### config.mk
export PLATFORM = sky130hd
export DESIGN_NAME = cc_mim_microsequencer
export DESIGN_NICKNAME = d
export VERILOG_FILES = /design/src/rtl/cc_mim_pkg.sv /design/src/rtl/cc_mim_next_address.sv /design/src/rtl/cc_mim_microsequencer.sv
export SDC_FILE = /design/constraint.sdc
export NUM_CORES = 1
export LEC_CHECK = 0
export ABC_AREA = 1
export CELL_PAD_IN_SITES_DETAIL_PLACEMENT = 1
export CELL_PAD_IN_SITES_GLOBAL_PLACEMENT = 2
export CORE_MARGIN = 3
export CORE_UTILIZATION = 35
export CTS_CLUSTER_DIAMETER = 200
export DETAILED_ROUTE_END_ITERATION = 10
export DONT_BUFFER_PORTS = 1
export GPL_ROUTABILITY_DRIVEN = 0
export PLACE_DENSITY_LB_ADDON = 0.15
export SETUP_SLACK_MARGIN = 0.05
export SLEW_MARGIN = 20
export SYNTH_ARGS = -nofsm -noshare
export SYNTH_HDL_FRONTEND = slang
export SYNTH_SLANG_ARGS = --single-unit
### constraint.sdc
create_clock -name CLOCK_50 -period 2.6 [get_ports CLOCK_50]
set_clock_uncertainty 0.05 [all_clocks]
set_input_delay 0.26 -clock CLOCK_50 [delete_from_list [all_inputs] [get_ports CLOCK_50]]
set_output_delay 0.26 -clock CLOCK_50 [all_outputs]
set_load 0.02 [all_outputs]
### src/rtl/cc_mim_pkg.sv
// Shared definitions for the microprogrammed ARC sequencer: COND encodings,
// microword field positions, sequencer states and the reset microaddress.
package cc_mim_pkg;

    localparam int ADDR_W  = 11;
    localparam int WORD_W  = 41;
    localparam int COUNT_W = 16;

    localparam int F_RD      = 19;
    localparam int F_WR      = 18;
    localparam int F_COND_HI = 13;
    localparam int F_COND_LO = 11;
    localparam int F_JUMP_HI = 10;
    localparam int F_JUMP_LO = 0;

    typedef enum logic [2:0] {
        COND_NEXT   = 3'b000,
        COND_N      = 3'b001,
        COND_Z      = 3'b010,
        COND_V      = 3'b011,
        COND_C      = 3'b100,
        COND_IR13   = 3'b101,
        COND_JUMP   = 3'b110,
        COND_DECODE = 3'b111
    } cond_e;

    typedef enum logic [1:0] {
        RUN  = 2'd0,
        WAIT = 2'd1,
        HALT = 2'd2
    } state_e;

    localparam logic [ADDR_W-1:0] RESET_UADDR = 11'd0;

endpackage

### src/rtl/cc_mim_next_address.sv
// Combinational next-microaddress selector: sequential, flag/IR13 branch,
// unconditional jump, or opcode-indexed DECODE dispatch.
module cc_mim_next_address
    import cc_mim_pkg::*;
(
    input  logic [ADDR_W-1:0] microaddr_InBUS,
    input  logic [2:0]        cond_InBUS,
    input  logic [ADDR_W-1:0] jump_InBUS,
    input  logic [1:0]        ir_op_InBUS,
    input  logic [5:0]        ir_op3_InBUS,
    input  logic              ir_bit13_In,
    input  logic [3:0]        psr_nzvc_InBUS,
    output logic [ADDR_W-1:0] next_addr_OutBUS
);

    logic [ADDR_W-1:0] incr_addr;
    logic [ADDR_W-1:0] decode_addr;
    logic              taken;

    always_comb begin
        incr_addr   = microaddr_InBUS + 11'd1;
        // Opcode dispatch lands in the upper half, four words per op3 slot.
        decode_addr = {1'b1, ir_op_InBUS, ir_op3_InBUS, 2'b00};
        taken       = 1'b0;
        case (cond_e'(cond_InBUS))
            COND_N:    taken = psr_nzvc_InBUS[3];
            COND_Z:    taken = psr_nzvc_InBUS[2];
            COND_V:    taken = psr_nzvc_InBUS[1];
            COND_C:    taken = psr_nzvc_InBUS[0];
            COND_IR13: taken = ir_bit13_In;
            COND_JUMP: taken = 1'b1;
            default:   taken = 1'b0;
        endcase

        if (cond_e'(cond_InBUS) == COND_DECODE) begin
            next_addr_OutBUS = decode_addr;
        end else if (taken) begin
            next_addr_OutBUS = jump_InBUS;
        end else begin
            next_addr_OutBUS = incr_addr;
        end
    end

endmodule

### src/rtl/cc_mim_microsequencer.sv
// Microprogram sequencer: microPC register, memory-stall / illegal-word FSM
// and retired-microinstruction counter around the next-address selector.
module cc_mim_microsequencer
    import cc_mim_pkg::*;
#(
    parameter int DATAWIDTH_ADDR      = 11,
    parameter int DATAWIDTH_MICROWORD = 41,
    parameter int DATAWIDTH_COUNT     = 16
) (
    input  logic                           CLOCK_50,
    input  logic                           RESET_InHigh,
    input  logic [DATAWIDTH_MICROWORD-1:0] microword_InBUS,
    input  logic [1:0]                     ir_op_InBUS,
    input  logic [5:0]                     ir_op3_InBUS,
    input  logic                           ir_bit13_In,
    input  logic [3:0]                     psr_nzvc_InBUS,
    input  logic                           mem_ready_In,
    output logic [DATAWIDTH_ADDR-1:0]      microaddr_OutBUS,
    output logic                           commit_Out,
    output logic                           halted_Out,
    output logic [DATAWIDTH_COUNT-1:0]     retired_count_OutBUS
);

    state_e                     state_reg;
    state_e                     state_next;
    logic [DATAWIDTH_ADDR-1:0]  upc_reg;
    logic [DATAWIDTH_COUNT-1:0] count_reg;
    logic [DATAWIDTH_ADDR-1:0]  next_addr;
    logic                       commit;
    logic                       illegal_word;
    logic                       is_mem;

    cc_mim_next_address u_next_address (
        .microaddr_InBUS  (upc_reg),
        .cond_InBUS       (microword_InBUS[F_COND_HI:F_COND_LO]),
        .jump_InBUS       (microword_InBUS[F_JUMP_HI:F_JUMP_LO]),
        .ir_op_InBUS      (ir_op_InBUS),
        .ir_op3_InBUS     (ir_op3_InBUS),
        .ir_bit13_In      (ir_bit13_In),
        .psr_nzvc_InBUS   (psr_nzvc_InBUS),
        .next_addr_OutBUS (next_addr)
    );

    assign illegal_word = (microword_InBUS == '0);
    assign is_mem       = microword_InBUS[F_RD] | microword_InBUS[F_WR];

    // The illegal-word test takes priority over the memory handshake.
    always_comb begin
        state_next = state_reg;
        commit     = 1'b0;
        case (state_reg)
            RUN: begin
                if (illegal_word) begin
                    state_next = HALT;
                end else if (!is_mem || mem_ready_In) begin
                    commit = 1'b1;
                end else begin
                    state_next = WAIT;
                end
            end
            WAIT: begin
                if (illegal_word) begin
                    state_next = HALT;
                end else if (mem_ready_In) begin
                    commit     = 1'b1;
                    state_next = RUN;
                end
            end
            HALT: begin
                state_next = HALT;
            end
            default: begin
                state_next = RUN;
            end
        endcase
    end

    always_ff @(posedge CLOCK_50 or posedge RESET_InHigh) begin
        if (RESET_InHigh) begin
            state_reg <= RUN;
            upc_reg   <= RESET_UADDR;
            count_reg <= '0;
        end else begin
            state_reg <= state_next;
            if (commit) begin
                upc_reg   <= next_addr;
                count_reg <= count_reg + 1'b1;
            end
        end
    end

    // No commit is reported while reset holds the registers.
    assign commit_Out           = commit & ~RESET_InHigh;
    assign halted_Out           = (state_reg == HALT);
    assign microaddr_OutBUS     = upc_reg;
    assign retired_count_OutBUS = count_reg;

endmodule

# After elaboration in Yosys (flattened, before gate mapping)
# Index checks and enable logic that the tools add are counted.
# W data, S select, Z words.
# word_totals
regBits,29
output_inout_bits,29
elab_cells,37
inputBits,57
# op_classes
addsub,2
n_mux,13
n_eq_ne,11
n_reduce_logical,5
bitwise_logic,3
# ops
cell,count
$logic_not A41 Y1,1
$mux W11,2
$add A16 B1 Y16 const B,1
$eq A3 B3 Y1 const B,4
$add A11 B1 Y11 const B,1
$mux W2,4
$eq A3 B2 Y1 const B,2
$ne A3 B3 Y1 const B,2
$pmux W1 S6,1
$pmux W2 S3,1
$mux W1,4
$eq A3 B1 Y1 const B,1
$eq A2 B1 Y1 const B,1
$eq A2 B2 Y1 const B,1
$logic_not A2 Y1,1
$pmux W1 S2,1
$reduce_and A2 Y1,1
$and A1 B1 Y1,1
$logic_not A1 Y1,1
$logic_or A1 B1 Y1,1
$not A1 Y1,1
$or A1 B1 Y1,1

# Longest topological paths before layout
# Gate-level depths: netlist (run 1).
# depth
depth_word,7
depth_mapped,12
mapped_depth_nobuf,11

# By module
# Synthesis (run 1) repeated with hierarchy kept, for this count alone.
# unflattened
cells_unflattened,340
area_unflattened_um2,2233.4
# modules_own_cells
module,area_each_um2,seq_area_each_um2,instances,cells_each
cc_mim_microsequencer,1690.4,725.7,1,226
cc_mim_next_address,543.0,0.0,1,114

# Least setup slack after synthesis (run 1)
# OpenSTA, ideal clock, no wires.
# synth_timing
kind,input-to-output
start,input port microword_InBUS[36]
end,output port commit_Out
stages,9
t_required_ps,2290
setup_slack_ps,944
arrival_ps,1346
n_path_buf,2
path_cell_list,nor2_1 and2_2 nand2_1 nor2_2 nand2_2 nand3_2 buf_6 buf_6 a21oi_1
# synth_between
elab_chain_len,4
word_cells_on_any_way,5
cone_classes,mux (3); bitwise (1); reduce/logical (1)
# synth_lines
item,line_no,text
start: declaration,cc_mim_microsequencer.sv:12,"input logic [DATAWIDTH_MICROWORD-1:0] microword_InBUS,"
$logic_not A41 Y1 (*),cc_mim_microsequencer.sv:44,assign illegal_word = (microword_InBUS == '0);
"$mux W1, on equally long branches","cc_mim_microsequencer.sv:62, cc_mim_microsequencer.sv:53",
$pmux W1 S2 (*),cc_mim_microsequencer.sv:51,case (state_reg)
$and A1 B1 Y1 (*),cc_mim_microsequencer.sv:93,assign commit_Out = commit & ~RESET_InHigh;
end: declaration,cc_mim_microsequencer.sv:19,"output logic commit_Out,"
# Every way passes the cells marked *; elsewhere a longest branch is shown, timed or not.

# Final worst setup path (run 1)
# layout_timing
start,"register count_reg[0], in the netlist retired_count_OutBUS[0]"
end,"register count_reg[14], in the netlist retired_count_OutBUS[14]"
# layout_between
elab_chain_len,1
# layout_lines
item,line_no,text
start: declaration,cc_mim_microsequencer.sv:27,logic [DATAWIDTH_COUNT-1:0] count_reg;
start signal: assignment,cc_mim_microsequencer.sv:87,count_reg <= count_reg + 1'b1;
$add A16 B1 Y16,cc_mim_microsequencer.sv:87,
# No other way between the ends.
# A chain may end at the register's enable or synchronous reset.

==> metrics, run 1 <==
GRT Residual Overflow=0; DIE HEIGHT=86.3 µm; Net Count, Synth=410; cell taking the most area after synthesis=sky130_fd_sc_hd__dfrtp_1; filler instances=830; count of pins on the block boundary=86; Detailed Route WL=6980 µm; fin worst setup slack=639 ps; CTS Buf Count=5; Met3 Routed Length=355 µm; post-synthesis sequential area ratio=32.1%; commonest register cell after synthesis=sky130_fd_sc_hd__dfrtp_1; number of placement rows=28; area of all sequential standard cells=726 µm²; setup tns final=0 ps; Diodes inserted=0; worst slew margin relative to its limit=61.6%; maximum ir drop on the vdd rail=0.410 mV; count of antenna-violating nets left after detailed routing=0; CTS tree=yes; Post-synth EDFFs=0; initial cell density of the core=37.0%; Net count, final=413; most used cells in the layout excluding fill and tap cells=sky130_fd_sc_hd__nand2_1 (137), sky130_fd_sc_hd__nand3_1 (53), sky130_fd_sc_hd__nor2_1 (42); Post-route DRC=0; share of post-route cells with drive strength above 1=6.20%; placement-stage worst setup slack=641 ps; postcts setup bufs=0; data required time of the critical path=2720 ps; core footprint=0.00610 mm²; input/output buffers=0; fraction of registers with async set or reset after synthesis=100%; Chip Width=86.3 µm; Setup-failing EPs final=0; global-route wire length before repair=11500 µm; worst hold path depth=2; 1st-iter DRT viols=74; wire per inst=16.2 µm; Die Footprint=0.00745 mm²; pin count of the biggest net entering global routing=30; ranking of synthesized cells by area=sky130_fd_sc_hd__dfrtp_1 (32%), sky130_fd_sc_hd__nand2_1 (23%), sky130_fd_sc_hd__nand3_1 (12%); timing-limited maximum frequency=510 MHz; Root Buffer Master=sky130_fd_sc_hd__clkbuf_8; vias post-DR=2229; commonest non-fill, non-tap cell in the layout=sky130_fd_sc_hd__nand2_1; clk buf depth=2; initial antenna violation count=0; worst reg2reg path endpoint=retired_count_OutBUS[14]$_DFFE_PP0P_; run status=finished, final reports clean; Worst-Margin Slew=574 ps; share of the cycle needed by the critical path after routing=75.4%; max-cap check violation count=0; vias in the first global route=2329; Avg Vias per Cell=5.18; Hold Vio Cnt, Final=0; post-synthesis cell count=351; type of element capturing the critical path=flop; average cell area after synthesis=6.43 µm²; footprint of the multi-input gates=0.00129 mm²; R2R Setup Slk=640 ps; Critical Path AT=2080 ps; count of state elements after synthesis=29; DRT Pass-1 Iters=4; ratio of total power to cell area=657 mW/mm²; count of final max-slew check failures=0; maximum level of the CTS H-tree=2; count of yosys warnings during synthesis=0; cell leakage power=1.23 nW; insertion delay of the later-clocked pin in the worst-skew pair=280 ps; maximum net fanout on the critical path=5; share of the synthesized area in the top cell type=32.1%; critical setup path kind=reg -> reg; min-delay src=mem_ready_In; routed length on met2=3190 µm; nature of the critical path startpoint=flop; cell area after synthesis=0.00226 mm²; Synth-to-Final Area Change=4.82%; uppermost routed layer=met4; sum of routed wire segments on met1=3390 µm; number of flip-flops under the largest register name=16; startpoint of the worst register-to-register path=retired_count_OutBUS[0]$_DFFE_PP0P_; sinks on the clock net=29; sink of the worst hold path=state_reg[0]$_DFFE_PP0P_; unrepaired setup endpoints after global routing=no; reg2reg path depth=7; worst hold-check path type=in -> reg; clock slew at the register clock pins of the worst setup and hold paths=70 ps; Distinct cells, synth=26; All-Layer GR Usage=19.4%; post-detailed-placement half-perimeter wirelength=5380 µm; final critical path time including I/O delays and setup=1960 ps
critical path, stage by stage (launching register included):
cell	delay (ps)
sky130_fd_sc_hd__dfrtp_1	530
sky130_fd_sc_hd__ha_1	320
sky130_fd_sc_hd__nand3_1	200
sky130_fd_sc_hd__nor3_1	330
sky130_fd_sc_hd__nand3_1	150
sky130_fd_sc_hd__xnor2_1	150
sky130_fd_sc_hd__nand2_1	70
sky130_fd_sc_hd__nand2_1	60
timing repair:
action	CTS	global route
hold buffers	1	0
endpoints found under the hold margin	29	0
resized for setup	0	0
area by class of cell:
| type | count | share of cell area [%] |
|---|---|---|
| Tap cell | 75 | 3.96 |
| Sequential cell | 29 | 30.7 |
| Multi-Input combinational cell | 280 | 54.7 |
| Clock inverter | 3 | 0.740 |
| Inverter | 32 | 5.07 |
| Clock buffer | 5 | 2.91 |
| Timing Repair Buffer | 6 | 2.01 |
synthesized netlist by cell type (2+ instances only):
| master | number |
|---|---|
| sky130_fd_sc_hd__ha_1 | 2 |
| sky130_fd_sc_hd__o21ai_0 | 2 |
| sky130_fd_sc_hd__buf_12 | 2 |
| sky130_fd_sc_hd__a21oi_1 | 2 |
| sky130_fd_sc_hd__nor2_1 | 42 |
| sky130_fd_sc_hd__xnor2_1 | 7 |
| sky130_fd_sc_hd__nor2_2 | 2 |
| sky130_fd_sc_hd__nand3_1 | 53 |
| sky130_fd_sc_hd__xor2_1 | 10 |
| sky130_fd_sc_hd__dfrtp_1 | 29 |
| sky130_fd_sc_hd__nor3_1 | 6 |
| sky130_fd_sc_hd__nand4_1 | 6 |
| sky130_fd_sc_hd__nand2_2 | 3 |
| sky130_fd_sc_hd__inv_1 | 31 |
| sky130_fd_sc_hd__nand2_1 | 137 |
| sky130_fd_sc_hd__buf_6 | 6 |
| sky130_fd_sc_hd__nand3b_1 | 2 |
through the flow:
step	std cells	area [µm²]	hold slack, ps	utilization, %	power (mW)
global placement	421	2270	210	37.3	1.19
floorplan	351	2260	288	-	1.08
global route	430	2370	120	38.8	1.69
CTS	430	2370	111	38.8	1.58
finish	430	2370	115	38.8	1.56
detailed placement	421	2270	216	37.3	1.20
routing by layer:
layer  global-route usage [%]  up-vias
met5                        0        -
met4                     3.40        0
met3                     4.75        6
met2                     30.3       49
met1                     27.6     1061
li1                         -     1113
report_power, final:
part | total, mW | leakage (nW) | internal, mW | switching (mW)
sequential | 0.776 | 0.378 | 0.529 | 0.247
combinational | 0.411 | 0.813 | 0.157 | 0.254
clock | 0.368 | 0.0439 | 0.184 | 0.184
total | 1.56 | 1.23 | 0.871 | 0.684
worst max-delay path by stage:
stage                                           end  cells past startpoint  slack (ps)                                 from
6_report       retired_count_OutBUS[14]$_DFFE_PP0P_                      7         640  retired_count_OutBUS[0]$_DFFE_PP0P_
5_1_grt        retired_count_OutBUS[14]$_DFFE_PP0P_                      7         490  retired_count_OutBUS[0]$_DFFE_PP0P_
4_1_cts        retired_count_OutBUS[14]$_DFFE_PP0P_                      7         640  retired_count_OutBUS[0]$_DFFE_PP0P_
3_5_place_dp   retired_count_OutBUS[14]$_DFFE_PP0P_                      7         640  retired_count_OutBUS[0]$_DFFE_PP0P_
3_3_place_gp   retired_count_OutBUS[14]$_DFFE_PP0P_                      7         640  retired_count_OutBUS[0]$_DFFE_PP0P_
2_1_floorplan                            commit_Out                      9         940                  microword_InBUS[36]
cells by family after synthesis:
group           Yosys count  share of synthesized area (%)
simple gates            254                           47.6
buf+inv                  42                           10.6
flops                    29                           32.1
xor+xnor                 17                           6.59
compound gates            7                           1.94
fa+ha+maj                 2                           1.11
Power figures use the tool's default switching activity.
==> run 2: changes to the inputs <==
Settings changed: CORE_UTILIZATION 35 to 29.
Clock period 2.6 ns to 1.7 ns, I/O delays scaled along.
==> run 2 against run 1 <==
  * Cell count up 13%
  * Die area up 19%
  * Core utilization is 2.5 points lower
  * Sequential cell count did not move
  * Cell area increased by 14%
  * Wire length up 8.2%
  * Global-route usage shrank 1.4 points
==> metrics, run 2 (synthesis gave the netlist of run 1 again) <==
run status=finished, final reports clean; timing-limited maximum frequency=638 MHz; cell with the largest stage delay on the worst path=sky130_fd_sc_hd__dfrtp_1; setup tns final=0 ps; Post-route DRC=0; Avg Vias per Cell=4.85; core footprint=0.00741 mm²; pin count of the biggest net entering global routing=30; commonest non-fill, non-tap cell in the layout=sky130_fd_sc_hd__nand2_1; final critical path time including I/O delays and setup=1570 ps; Setup-failing EPs final=0; sinks on the clock net=29; count of antenna-violating nets left after detailed routing=0; insertion delay of the later-clocked pin in the worst-skew pair=290 ps; CTS Buf Count=5; max-cap check violation count=0; Die Footprint=0.00888 mm²; initial cell density of the core=30.5%; count of final max-slew check failures=0; All-Layer GR Usage=18.0%; Diodes inserted=0; Net count, final=446; Worst-Margin Slew=414 ps; maximum ir drop on the vdd rail=0.307 mV; Critical Path AT=1350 ps; GRT Residual Overflow=0; most used cells in the layout excluding fill and tap cells=sky130_fd_sc_hd__nand2_1 (137), sky130_fd_sc_hd__nand3_1 (53), sky130_fd_sc_hd__nor2_1 (39); filler instances=1007; 1st-iter DRT viols=86; input/output buffers=0; CTS tree=yes; Chip Width=94.2 µm; postcts setup bufs=0; clk buf depth=2; vias in the first global route=2486; DRT Pass-1 Iters=4; ratio of total power to cell area=1010 mW/mm²; number of flip-flops under the largest register name=16; maximum net fanout on the critical path=4; final core utilization=36.3%; unrepaired setup endpoints after global routing=yes; worst hold-check path type=in -> reg; post-detailed-placement half-perimeter wirelength=5840 µm; Synth-to-Final Area Change=19.1%; stage delay of the slowest cell on the critical path=400 ps; critical setup path kind=reg -> out; clock slew at the register clock pins of the worst setup and hold paths=70 ps; maximum level of the CTS H-tree=2; Largest delay share family, worst path=flip-flops; data required time of the critical path=1480 ps; cell leakage power=1.41 nW; CP bufs+invs=2; worst slew margin relative to its limit=72.3%; type of element capturing the critical path=output port; critical path cell sequence=inv_1, and3_2, nand2_2, a21oi_2, buf_4; initial antenna violation count=0; share of the cycle needed by the critical path after routing=92.2%; share of post-route cells with drive strength above 1=16.0%; wire per inst=15.5 µm; Detailed Route WL=7560 µm; vias post-DR=2364; DIE HEIGHT=94.2 µm; global-route wire length before repair=12400 µm; nature of the critical path startpoint=flop; number of placement rows=31; count of pins on the block boundary=86; Root Buffer Master=sky130_fd_sc_hd__clkbuf_8; Hold Vio Cnt, Final=0
==> run 2: worst paths after layout <==
path	startpoint	slack (ps)	to	cells past startpoint
max in group asynchronous	RESET_InHigh	940	retired_count_OutBUS[12]$_DFFE_PP0P_	3
max	state_reg[1]$_DFFE_PP0P_	130	commit_Out	5
min reg2reg	state_reg[1]$_DFFE_PP0P_	440	state_reg[1]$_DFFE_PP0P_	1
min	mem_ready_In	20	state_reg[0]$_DFFE_PP0P_	2
max reg2reg	retired_count_OutBUS[6]$_DFFE_PP0P_	180	retired_count_OutBUS[15]$_DFFE_PP0P_	7
min in group asynchronous	RESET_InHigh	360	state_reg[1]$_DFFE_PP0P_	3
==> run 2: per-stage QoR <==
stage / power (mW) / hold slack, ps / area, µm² / setup WS, ps / cells
6_report: 2.72 / 16.8 / 2690 / 133 / 487
5_1_grt: 2.96 / 18.7 / 2690 / 33.8 / 487
4_1_cts: 2.76 / 4.24 / 2660 / 61.3 / 487
3_5_place_dp: 2.07 / 135 / 2550 / 77.8 / 478
3_3_place_gp: 2.04 / 135 / 2550 / 109 / 478
2_1_floorplan: 1.66 / 198 / 2260 / 51.4 / 351
==> run 2: what timing repair did <==
action | CTS | global route
endpoints found under the setup margin | 0 | 9
resized for setup | 0 | 8
hold endpoints to repair | 29 | 0
hold buffers | 1 | 0
==> run 2: layer usage <==
layer / wire (µm) / vias up / part of all wire (%) / global-route usage, %
met4: 74 / 0 / 0.98 / 5.17
li1: - / 1178 / - / -
met1: 3570 / 1136 / 47 / 24.3
met2: 3490 / 45 / 46 / 28.0
met3: 420 / 5 / 5.6 / 5.05
met5: 0 / - / 0 / 0
==> run 2: final cells by class <==
| class | count | area, µm² | share of cell area (%) |
|---|---|---|---|
| clock buffer | 7 | 96.3 | 3.58 |
| clock inverter | 1 | 5.00 | 0.186 |
| inverter | 32 | 120 | 4.47 |
| multi-input combinational | 280 | 1320 | 49.2 |
| sequential | 29 | 726 | 27.0 |
| tap | 99 | 124 | 4.61 |
| timing repair buffer | 39 | 295 | 11.0 |
==> run 2: report_power, final <==
group / switching (mW) / internal (mW) / total [mW]
combinational: 0.678 / 0.419 / 1.10
sequential: 0.148 / 0.814 / 0.962
clock: 0.298 / 0.366 / 0.664
==> run 2: worst register-to-register path, stage by stage (launching register included) <==
cell and delay (ps):
sky130_fd_sc_hd__dfrtp_1 460, sky130_fd_sc_hd__nand2_1 140, sky130_fd_sc_hd__nor3_2 220, sky130_fd_sc_hd__nand2_1 150, sky130_fd_sc_hd__nor2_1 150, sky130_fd_sc_hd__xor2_1 150
sky130_fd_sc_hd__nand2_1 70, sky130_fd_sc_hd__nand2_1 70
